<file path="config.mk">
export PLATFORM = sky130hd
export DESIGN_NAME = conv_accumulator
export DESIGN_NICKNAME = d
export VERILOG_FILES = /design/src/rtl/conv_accumulator.sv
export SDC_FILE = /design/constraint.sdc
export NUM_CORES = 1
export LEC_CHECK = 0
export ABC_CLOCK_PERIOD_IN_PS = 2700
export CORE_ASPECT_RATIO = 0.75
export CORE_MARGIN = 2
export CORE_UTILIZATION = 52
export DETAILED_ROUTE_END_ITERATION = 8
export GPL_TIMING_DRIVEN = 0
export PLACE_DENSITY_LB_ADDON = 0.25
export SLEW_MARGIN = 20
export SYNTH_ARGS = -nofsm -noshare
export SYNTH_HDL_FRONTEND = slang
export SYNTH_SLANG_ARGS = --single-unit
</file>
<file path="constraint.sdc">
create_clock -name clk -period 2.7 [get_ports clk]
set_input_delay 0.405 -clock clk [delete_from_list [all_inputs] [get_ports clk]]
set_output_delay 0.405 -clock clk [all_outputs]
set_load 0.05 [all_outputs]
</file>
<file path="src/rtl/conv_accumulator.sv">
`default_nettype none
// ============================================================================
// Module      : conv_accumulator
// Description : Sums KERNEL_LEN unsigned multiplier products into one
//               convolution-window result. Products arrive one per cycle on
//               a valid/ready handshake. The finished sum is held on a second
//               valid/ready handshake until the downstream stage accepts it.
// Revision    : 1.0 - initial release
// ----------------------------------------------------------------------------
// Parameters
//   NUM_WIDTH   operand width of the upstream multiplier (default 8)
//   PROD_WIDTH  product width (default 2*NUM_WIDTH)
//   ACC_WIDTH   accumulator / result width, must be >= PROD_WIDTH (default 20)
//   KERNEL_LEN  products per window, legal range 1..255 (default 9)
// Ports
//   clk         clock, rising edge
//   reset       asynchronous, active-low reset
//   flush       synchronous abort, discards any partial or held sum
//   prod_valid  prod_in carries a product
//   prod_in     unsigned product
//   prod_ready  block accepts a product this cycle (depends on state only)
//   acc_valid   acc_out holds a completed window sum
//   acc_out     window sum (driven from the accumulator in every state)
//   acc_ready   downstream accepts acc_out this cycle
//   acc_ovf     window sum exceeded ACC_WIDTH (saturating build only)
// Build option
//   ACC_SATURATE_EN  defined   : accumulator clamps to all-ones on overflow,
//                                acc_ovf is a sticky per-window flag
//                    undefined : accumulator wraps modulo 2^ACC_WIDTH,
//                                acc_ovf is held at 0
// ============================================================================

module conv_accumulator #(
    parameter int NUM_WIDTH  = 8,
    parameter int PROD_WIDTH = 2 * NUM_WIDTH,
    parameter int ACC_WIDTH  = 20,
    parameter int KERNEL_LEN = 9
) (
    input  logic                  clk,
    input  logic                  reset,
    input  logic                  flush,
    input  logic                  prod_valid,
    input  logic [PROD_WIDTH-1:0] prod_in,
    output logic                  prod_ready,
    output logic                  acc_valid,
    output logic [ACC_WIDTH-1:0]  acc_out,
    input  logic                  acc_ready,
    output logic                  acc_ovf
);

    typedef enum logic [1:0] {
        S_IDLE  = 2'd0,
        S_ACCUM = 2'd1,
        S_HOLD  = 2'd2
    } state_t;

    // Count value at which the next accepted product completes the window.
    localparam logic [7:0] c_last_cnt = 8'(KERNEL_LEN - 1);

    state_t                 r_state;
    state_t                 w_state_nxt;
    logic [7:0]             r_cnt;
    logic [7:0]             w_cnt_nxt;
    logic [ACC_WIDTH-1:0]   r_acc;
    logic [ACC_WIDTH-1:0]   w_acc_nxt;
    logic                   r_ovf;
    logic                   w_ovf_nxt;
    logic [ACC_WIDTH-1:0]   w_prod_ext;

    // Zero-extend the product; written this way so ACC_WIDTH == PROD_WIDTH
    // does not produce a zero-width replication.
    always_comb begin
        w_prod_ext                 = '0;
        w_prod_ext[PROD_WIDTH-1:0] = prod_in;
    end

`ifdef ACC_SATURATE_EN
    // One extra bit so the carry out of the accumulator MSB is visible.
    logic [ACC_WIDTH:0]     w_sum;
    assign w_sum = {1'b0, r_acc} + {1'b0, w_prod_ext};
`else
    // Carry is discarded, giving modulo 2^ACC_WIDTH wrap.
    logic [ACC_WIDTH-1:0]   w_sum;
    assign w_sum = r_acc + w_prod_ext;
`endif

    // Handshake outputs are decoded from the state register only, so there is
    // no combinational path from prod_valid or acc_ready to prod_ready.
    assign prod_ready = (r_state != S_HOLD);
    assign acc_valid  = (r_state == S_HOLD);
    assign acc_out    = r_acc;
    // In the wrapping build r_ovf is never set, so this output stays at 0.
    assign acc_ovf    = r_ovf;

    // ------------------------------------------------------------------------
    // State register
    // ------------------------------------------------------------------------
    always_ff @(posedge clk or negedge reset) begin
        if (!reset) begin
            r_state <= S_IDLE;
            r_cnt   <= '0;
            r_acc   <= '0;
            r_ovf   <= 1'b0;
        end else begin
            r_state <= w_state_nxt;
            r_cnt   <= w_cnt_nxt;
            r_acc   <= w_acc_nxt;
            r_ovf   <= w_ovf_nxt;
        end
    end

    // ------------------------------------------------------------------------
    // Next-state and datapath logic
    // ------------------------------------------------------------------------
    always_comb begin
        w_state_nxt = r_state;
        w_cnt_nxt   = r_cnt;
        w_acc_nxt   = r_acc;
        w_ovf_nxt   = r_ovf;

        case (r_state)
            S_IDLE: begin
                // First product of a window replaces, rather than adds to,
                // whatever the previous window left in the accumulator.
                if (prod_valid) begin
                    w_acc_nxt   = w_prod_ext;
                    w_cnt_nxt   = 8'd1;
                    w_ovf_nxt   = 1'b0;
                    w_state_nxt = (KERNEL_LEN == 1) ? S_HOLD : S_ACCUM;
                end
            end

            S_ACCUM: begin
                if (prod_valid) begin
                    w_cnt_nxt = r_cnt + 8'd1;
`ifdef ACC_SATURATE_EN
                    // Once clamped, stay clamped for the rest of the window.
                    if (r_ovf || w_sum[ACC_WIDTH]) begin
                        w_acc_nxt = '1;
                        w_ovf_nxt = 1'b1;
                    end else begin
                        w_acc_nxt = w_sum[ACC_WIDTH-1:0];
                    end
`else
                    w_acc_nxt = w_sum;
`endif
                    if (r_cnt == c_last_cnt) begin
                        w_state_nxt = S_HOLD;
                    end
                end
            end

            S_HOLD: begin
                // Sum (and overflow flag) stay put until the next window's
                // first product or a flush.
                if (acc_ready) begin
                    w_state_nxt = S_IDLE;
                    w_cnt_nxt   = '0;
                end
            end

            default: begin
                w_state_nxt = S_IDLE;
                w_cnt_nxt   = '0;
            end
        endcase

        // Flush overrides everything, including a product or result handshake
        // occurring in the same cycle.
        if (flush) begin
            w_state_nxt = S_IDLE;
            w_cnt_nxt   = '0;
            w_acc_nxt   = '0;
            w_ovf_nxt   = 1'b0;
        end
    end

endmodule

`default_nettype wire

</file>
* After elaboration in Yosys (flattened, before gate mapping)
Index checks and enable logic that the tools add are counted.
** Operators by class
- Add/subtract/negate cells :: 2
- Equal/unequal tests :: 8
- Muxes and demuxes :: 18
- Reduce and logical (&&, ||, !) cells :: 8
** Operators by type and width (number)
- $mux W20 :: 3
- $pmux W20 S2 :: 1
- $mux W8 :: 4
- $pmux W8 S3 :: 1
- $add A20 B16 Y20 :: 1
- $mux W2 :: 5
- $ne A3 B3 Y1 const B :: 3
- $add A8 B1 Y8 const B :: 1
- $eq A8 B4 Y1 const B :: 1
- $pmux W2 S3 :: 1
- $reduce_and A3 Y1 :: 2
- $reduce_and A4 Y1 :: 1
- $reduce_bool A2 Y1 :: 2
- $mux W1 :: 3
- $ne A3 B2 Y1 const B :: 1
- $reduce_bool A3 Y1 :: 1
- $eq A2 B1 Y1 const B :: 1
- $eq A2 B2 Y1 const B :: 1
- $logic_not A2 Y1 :: 1
- $ne A2 B2 Y1 const B :: 1
- $reduce_and A2 Y1 :: 1
** Word-level totals
- Bits in registers :: 31
- Input bits :: 21

* Depth between registers and ports, before layout
Gate-level depths: netlist of the first run.
- Word-level depth :: 5
- Mapped depth :: 9

* Worst setup path after synthesis of the first run
OpenSTA, ideal clock, no wires.
- Path type :: flip-flop to flip-flop
- Start point :: register r_acc[0], in the netlist acc_out[0]
- End point :: register r_acc[18], in the netlist acc_out[18]
- Arrival :: 2.448 ns
- Data required time :: 2.630 ns
- Path slack :: 0.182 ns
- Cell stages (with the launch flop) :: 10
- Path buffers :: 0
- Cell sequence :: dfrtp_1 > ha_1 > inv_1 > fa_1 > nor2b_1 > o21bai_1 > a31o_2 > o21a_1 > or4_1 > nand3_1
** Between the ends
- Cells in the longest elaborated chain, start to end :: 4
** Ends and longest elaborated chain
- from (decl) :: RTL line 64 : logic [ACC_WIDTH-1:0] r_acc;
- from (signal assigned) :: RTL line 107 : r_acc <= w_acc_nxt;
- $add A20 B16 Y20 :: RTL line 84 : assign w_sum = r_acc + w_prod_ext;
- $mux W20 :: RTL line 134 : if (prod_valid) begin
- $pmux W20 S2 :: RTL line 121 : case (r_state)
- $mux W20 :: RTL line 170 : if (flush) begin
No other way between the ends. The select of a mux whose other input is x is not followed.
A chain may end at the register's enable or synchronous reset.

* Worst setup path after layout of the first run
- Start point :: input port prod_in[0]
- End point :: register r_acc[18], in the netlist acc_out[18]
** Between the ends
- Cells in the longest elaborated chain, start to end :: 4
** Ends and longest elaborated chain
- from (decl) :: RTL line 43 : input logic [PROD_WIDTH-1:0] prod_in,
- $add A20 B16 Y20 :: RTL line 84
- $mux W20 :: RTL line 134
- $pmux W20 S2 :: RTL line 121
- $mux W20 :: RTL line 170
No other way between the ends. The select of a mux whose other input is x is not followed.

==> summary.md, run 1 <==
| Metric | Value |
|---|---|
| IO Pins | 44 |
| Fmax | 389 MHz |
| GPL Wtd Cong | 0.933 |
| CTS Buf Count | 5 |
| Leakage power | 1.25 nW |
| Clock insertion delay at the later pin of the skew report | 0.28 ns |
| FF-to-FF End | acc_out[18] |
| N_diodes | 0 |
| Synth area leaders | dfrtp_1 (33%), ha_1 (10%), o21ai_0 (5.3%) |
| Peak VDD IR | 0.375 mV |
| Mean post-synth cell area | 8.90 um^2 |
| Async SR Flop Fraction | 100% |
| Num rows | 20 |
| Critical setup path kind | input pin to register |
| Crit-path slowest cell | clkdlybuf4s50_1 |
| Remaining DRCs | 0 |
| Sequential fraction of the synthesis area | 33.3% |
| Sw Ratio | 33.5% |
| Layout area overhead | 27.9% |
| Footprint of the multi-input gates | 1420 um^2 |
| Unique cell type count in the Yosys netlist | 53 |
| Crit-path max cell delay | 0.48 ns |
| Share of total power in sequential cells | 31.3% |
| Initial antenna violation count | 0 |
| Die Area | 4880 um^2 |
| Crit path max fanout | 5 |
| Run status | complete, no violations |
| FILL cells | 338 |
| Most frequent cells in the layout | clkdlybuf4s50_1 (41), dfrtp_1 (30), nand2_1 (27), o21ai_0 (24), ha_1 (18) |
| Commonest non-fill, non-tap cell in the layout | clkdlybuf4s50_1 |
| Synth top area share | 33.3% |
| Crit path depth | 10 |
| Max-slew headroom | 53.8% |
| Pwr/cell area | 563 nW/um^2 |
| Initial Util | 54.9% |
| Clock transition at the registers of the reported paths | ~0.070 ns |
| Vias | between 2,000 and 2,500 |
| Ys Warns | 0 |
| WP buf/inv | 2 |
| Unrepaired setup endpoints after global routing | false |
| Post-synth EDFFs | 0 |
| CP endpoint | acc_out[18] |
| IO Port Bufs | 42 |
| Setup_tns | 0 ns |
| Area leader, netlist | dfrtp_1 |
| First-pass GRT wire length | 9650 um |
| Final setup vio count | 0 |
| Hold-fix buffers, CTS | 0 |
| Post-CTS Setup Inserts | 0 |
| CTS tree | yes |
| R2R setup slack | roughly 0.36 ns |
| Clock power share | 35.6% |
| Cell area after synthesis | 2250 um^2 |
| Clock root cell | clkbuf_8 |
| H-tree levels | 2 |
| DIE HEIGHT | 61.0 um |
| Data required time of the critical path | 2.92 ns |
| Data arrival, critical path | ~2.8 ns |
| Clk_skew | roughly 0.0053 ns |
| Overflow after GRT | 0 |
| Gate power share | about 33% |
| Worst Max-Slew Pin Slew | 0.693 ns |
| Routed WL per cell | between 15 and 20 um |
| Synth Net Count | a little under 300 |
| Tmin final | 2.57 ns |
| Total power | between 0.0015 and 0.002 W |
| #FFs+latches synth | 30 |
| P_sw | 0.000543 W |
| Largest net degree at the start of global routing | 31 |
| Clk buf depth | 2 |
| Critical Path Start | prod_in[0] |
| CP Capture Type | register |
| GRT Util Overall | 25.6% |
| Final critical-path share of the clock period | 95.3% |
| Total core area | 4100 um^2 |
| Worst setup SP type | input pin |
| Cell Chain, Critical Path | clkdlybuf4s50_1 > ha_1 > inv_1 > fa_1 > nor2b_2 > o21bai_1 > a31o_2 > o21a_1 > or4_1 > nand3_1 |
| Max-Cap Viols | 0 |
| Worst Hold Class | input pin to asynchronous set/reset pin |
| Die width | 80.0 um |
| FF-to-FF path depth | 9 |
| Layout cells sized above 1 | 8.91% |
| Primary FF master, synth | dfrtp_1 |
| Reg area | 751 um^2 |
| Syn Inst Count | between 200 and 300 |
| Total Wirelength | 5640 um |
| Clock sinks | 30 |
| PostCTS Resize Cnt | 0 |
| R2r startpoint | acc_out[0] |
| Internal power | 0.00108 W |
| Crit-path leading delay family | simple AND/OR/NAND/NOR gates |
| DRT iter0 DRCs | 139 |
| Number of global-route vias before repair | 2,135 |
| Final Net Count | roughly 340 |
| Final Core Density | 70.2% |
| HPWL after DPL | 4060 um |
| Pre-antenna DRT Iters | 5 |
| Routed Antenna Nets | 0 |
| Final Hold Viols | 0 |
| Vias per cell | 6.14 |
| Pins Over Slew Limit | 0 |
registers in the layout, indices dropped and copies added, names as in the netlist:
name and count:
r_state 2, r_cnt 8, acc_out 20
power groups by stage:
stage	Sequential, W	Combinational (W)	Clock (W)
2_1_floorplan	0.000597	0.000283	0
3_3_place_gp	0.000512	0.000521	0
3_5_place_dp	0.000514	0.000526	0
4_1_cts	0.000506	0.000534	0.000584
5_1_grt	0.000510	0.000586	0.000610
6_report	0.000507	0.000538	0.000576
metal layers:
metal / vias up / share of wire (%) / global-route usage, %
met5: - / 0 / 0
met1: 1061 / 49 / 35.0
met2: 87 / 44 / 40.4
met3: 10 / 6.0 / 6.10
met4: 0 / 1.3 / 8.96
li1: 1040 / - / -
worst min path at each step:
stage	start	endpoint	slack [ns]	cells after the start
after floorplan	reset	acc_out[0]	0.11	0
after global placement	r_cnt[6]	r_cnt[6]	0.50	1
after detailed placement	reset	r_cnt[2]	0.49	1
after CTS	reset	r_cnt[2]	0.18	1
after global routing	reset	r_cnt[2]	0.20	1
final	reset	r_cnt[2]	0.16	1
metrics by stage:
| stage | setup WS [ns] | instance area (um^2) | instances | hold WS, ns |
|---|---|---|---|---|
| 4_1_cts | 0.120 | 2880 | 358 | 0.176 |
| 6_report | 0.127 | 2880 | 358 | 0.159 |
| 3_3_place_gp | -0.137 | 2740 | 350 | 0.496 |
| 3_5_place_dp | -0.143 | 2740 | 350 | 0.493 |
| 5_1_grt | 0.00763 | 2880 | 358 | 0.197 |
| 2_1_floorplan | 0.182 | 2250 | 253 | 0.109 |
cells in the mapped netlist (4+ instances only):
cell       n
a21o_1     4
a21oi_1   13
a22o_1     7
a22oi_1   10
clkbuf_1   5
dfrtp_1   30
ha_1      18
inv_1     12
nand2_1   27
nand3_1   10
nor2_1    16
nor3_1     4
o211ai_1   4
o21ai_0   24
o31ai_1    4
xnor2_1    6
xor2_1     8
cell type report:
| class | instances | share of cell area, % |
|---|---|---|
| multi-input combinational | 203 | 49.4 |
| sequential | 30 | 26.1 |
| timing repair buffer | 42 | 14.4 |
| clock buffer | 6 | 2.87 |
| tap | 55 | 2.39 |
| clock inverter | 2 | 2.08 |
| inverter | 12 | 1.56 |
| buffer | 8 | 1.26 |
cell families after synthesis:
| logic type | Yosys count | share of synthesized area [%] |
|---|---|---|
| xor+xnor | 14 | 5.44 |
| compound gates | 88 | 27.7 |
| flops | 30 | 33.3 |
| buf+inv | 20 | 3.61 |
| other cells | 1 | 0.167 |
| mux | 1 | 0.500 |
| fa+ha+maj | 19 | 10.9 |
| simple gates | 80 | 18.3 |
No activity file was read; power rests on OpenSTA's default activity.
==> run 2: changes to the inputs <==
--- a/config.mk
+++ b/config.mk
@@ -12,6 +12,7 @@
 export DETAILED_ROUTE_END_ITERATION = 8
 export GPL_TIMING_DRIVEN = 0
 export PLACE_DENSITY_LB_ADDON = 0.25
+export SETUP_SLACK_MARGIN = 0.02
 export SLEW_MARGIN = 20
 export SYNTH_ARGS = -nofsm -noshare
 export SYNTH_HDL_FRONTEND = slang
==> run 2 against run 1 <==
Against the previous run: clock-buffer cell count unchanged; die area unchanged; highest routed layer unchanged; combinational power about the same; global-route usage unchanged; worst setup slack improved by 0.00081 ns; critical endpoint unchanged; final area about the same; non-clock buffer count unchanged.
==> summary.md, run 2 (synthesized netlist as in run 1, its figures left out) <==
| Metric | Value |
|---|---|
| Run status | complete, no violations |
| Worst setup SP type | input pin |
| Die Area | 4880 um^2 |
| Commonest non-fill, non-tap cell in the layout | clkdlybuf4s50_1 |
| Pwr/cell area | 562 nW/um^2 |
| Initial antenna violation count | 0 |
| Clk buf depth | 2 |
| Routed Antenna Nets | 0 |
| Sw Ratio | 33.5% |
| Clock root cell | clkbuf_8 |
| GRT Util Overall | 25.6% |
| First-pass GRT wire length | 9650 um |
| Data required time of the critical path | 2.92 ns |
| HPWL after DPL | ~4100 um |
| Vias per cell | 6.09 |
| Initial Util | 54.9% |
| Cell Chain, Critical Path | clkdlybuf4s50_1 > ha_2 > inv_1 > fa_1 > nor2b_2 > o21bai_1 > a31o_2 > o21a_1 > or4_1 > nand3_1 |
| Clk_skew | 0.00625 ns |
| Remaining DRCs | 0 |
| H-tree levels | 2 |
| Number of flip-flops under the largest register name | 20 |
| Critical setup path kind | input pin to register |
| Inst Count DP | 350 |
| PnR worst setup slack | 0.128 ns |
| Tmin final | 2.57 ns |
| Fin Hold WS | approximately 0.15 ns |
| Final Hold Viols | 0 |
| IO Port Bufs | 42 |
| Crit-path slowest cell | clkdlybuf4s50_1 |
| Clock insertion delay at the later pin of the skew report | 0.28 ns |
| DRT iter0 DRCs | 164 |
| Worst Max-Slew Pin Slew | 0.672 ns |
| Placed cell areas | 2740 um^2 |
| Most frequent cells in the layout | clkdlybuf4s50_1 (41), dfrtp_1 (30), nand2_1 (27), o21ai_0 (24), ha_1 (17) |
| Non-filler cells, final | between 300 and 400 |
| Critical Path Start | prod_in[0] |
| Die width | 80.0 um |
| Routed WL per cell | between 15 and 20 um |
| Largest net degree at the start of global routing | 31 |
| Crit-path max cell delay | 0.48 ns |
| Max-slew headroom | 55.2% |
| Crit path max fanout | 5 |
| Clock sinks | 30 |
| Fmax | 389 MHz |
| Share of total power in sequential cells | 31.3% |
| CTS tree | yes |
| Layout cells sized above 1 | 9.24% |
| Worst Hold Class | input pin to asynchronous set/reset pin |
| Gate power share | 33.2% |
| Final setup vio count | 0 |
| DIE HEIGHT | 61.0 um |
| Clock power share | a little over a third |
| Clock transition at the registers of the reported paths | 0.07 ns |
| Max-Cap Viols | 0 |
| P_sw | 0.000543 W |
| Vias | 2,182 |
| CTS Buf Count | 5 |
| IO Pins | 44 |
| Unrepaired setup endpoints after global routing | false |
| Data arrival, critical path | 2.79 ns |
| Total core area | around 4100 um^2 |
| Total Wirelength | 5620 um |
| N_diodes | 0 |
| Internal power | 0.00108 W |
| Peak VDD IR | 0.375 mV |
| Layout Cell Area excl Fill | 2880 um^2 |
| Pre-antenna DRT Iters | 5 |
| Pre-CTS WS | -0.143 ns |
| Num rows | 20 |
| GPL Wtd Cong | 0.933 |
| CP Capture Type | register |
| Leakage power | 1.25 nW |
| Final critical-path share of the clock period | 95.3% |
| R2r startpoint | acc_out[0] |
| Final Net Count | 342 |
| Pins Over Slew Limit | 0 |
| Number of global-route vias before repair | around 2,100 |
| Post-CTS Setup Inserts | 0 |
| Layout area overhead | 28.1% |
| Overflow after GRT | 0 |
run 2: cell counts in the layout (fill, tap and decap cells not counted):
No cell type changed its count.
run 2: per-layer routing:
metal	GRT usage (%)	share of wire (%)	vias up
li1	-	-	1040
met1	35.0	49	1042
met2	40.4	44	92
met3	6.10	6.3	8
met4	8.96	1.1	0
met5	0	0	-
run 2: worst max-delay path: cells and delay by family:
kind	cells	cell delay [ns]
buffers and inverters	2	0.53
adder cells (fa/ha/maj)	2	0.61
AO/OA/AOI/OAI	3	0.63
AND/OR/NAND/NOR	3	0.63
run 2: power by group through the flow:
| stage | logic [W] | registers, W | clock network (W) |
|---|---|---|---|
| 6_report | 0.000538 | 0.000507 | 0.000577 |
| 2_1_floorplan | 0.000283 | 0.000597 | 0 |
| 3_3_place_gp | 0.000521 | 0.000512 | 0 |
| 5_1_grt | 0.000586 | 0.000511 | 0.000610 |
| 3_5_place_dp | 0.000526 | 0.000514 | 0 |
| 4_1_cts | 0.000534 | 0.000506 | 0.000584 |
run 2: timing repair:
item	in CTS	in global routing
gates resized for setup	0	2
setup endpoints to repair	0	2
hold buffers	0	0
run 2: area by class of cell:
cell class	count	area, um^2
plain buffers	8	36.3
clock buffers	6	82.6
clock inverters	2	60.1
fillers	337	1220
inverters	12	45.0
multi-input cells	203	1430
flip-flops and latches	30	751
well taps	55	68.8
repair buffers	42	415
run 2: final timing paths:
path	endpoint	slack, ns	cells after the start
max	acc_out[18]	0.13	10
min	r_cnt[2]	0.15	1
max reg2reg	acc_out[18]	0.35	9
min reg2reg	acc_out[19]	0.54	2
max in group asynchronous	acc_out[9]	2.11	1
min in group clk	acc_out[19]	0.54	2
run 2: per-stage QoR:
stage	TNS, ns	util, %	total power, W
after CTS	0	70.2	0.00162
after global routing	0	70.3	0.00171
after detailed placement	-0.363	66.7	0.00104
after floorplan	0	-	0.000880
final	0	70.3	0.00162
after global placement	-0.308	66.8	0.00103
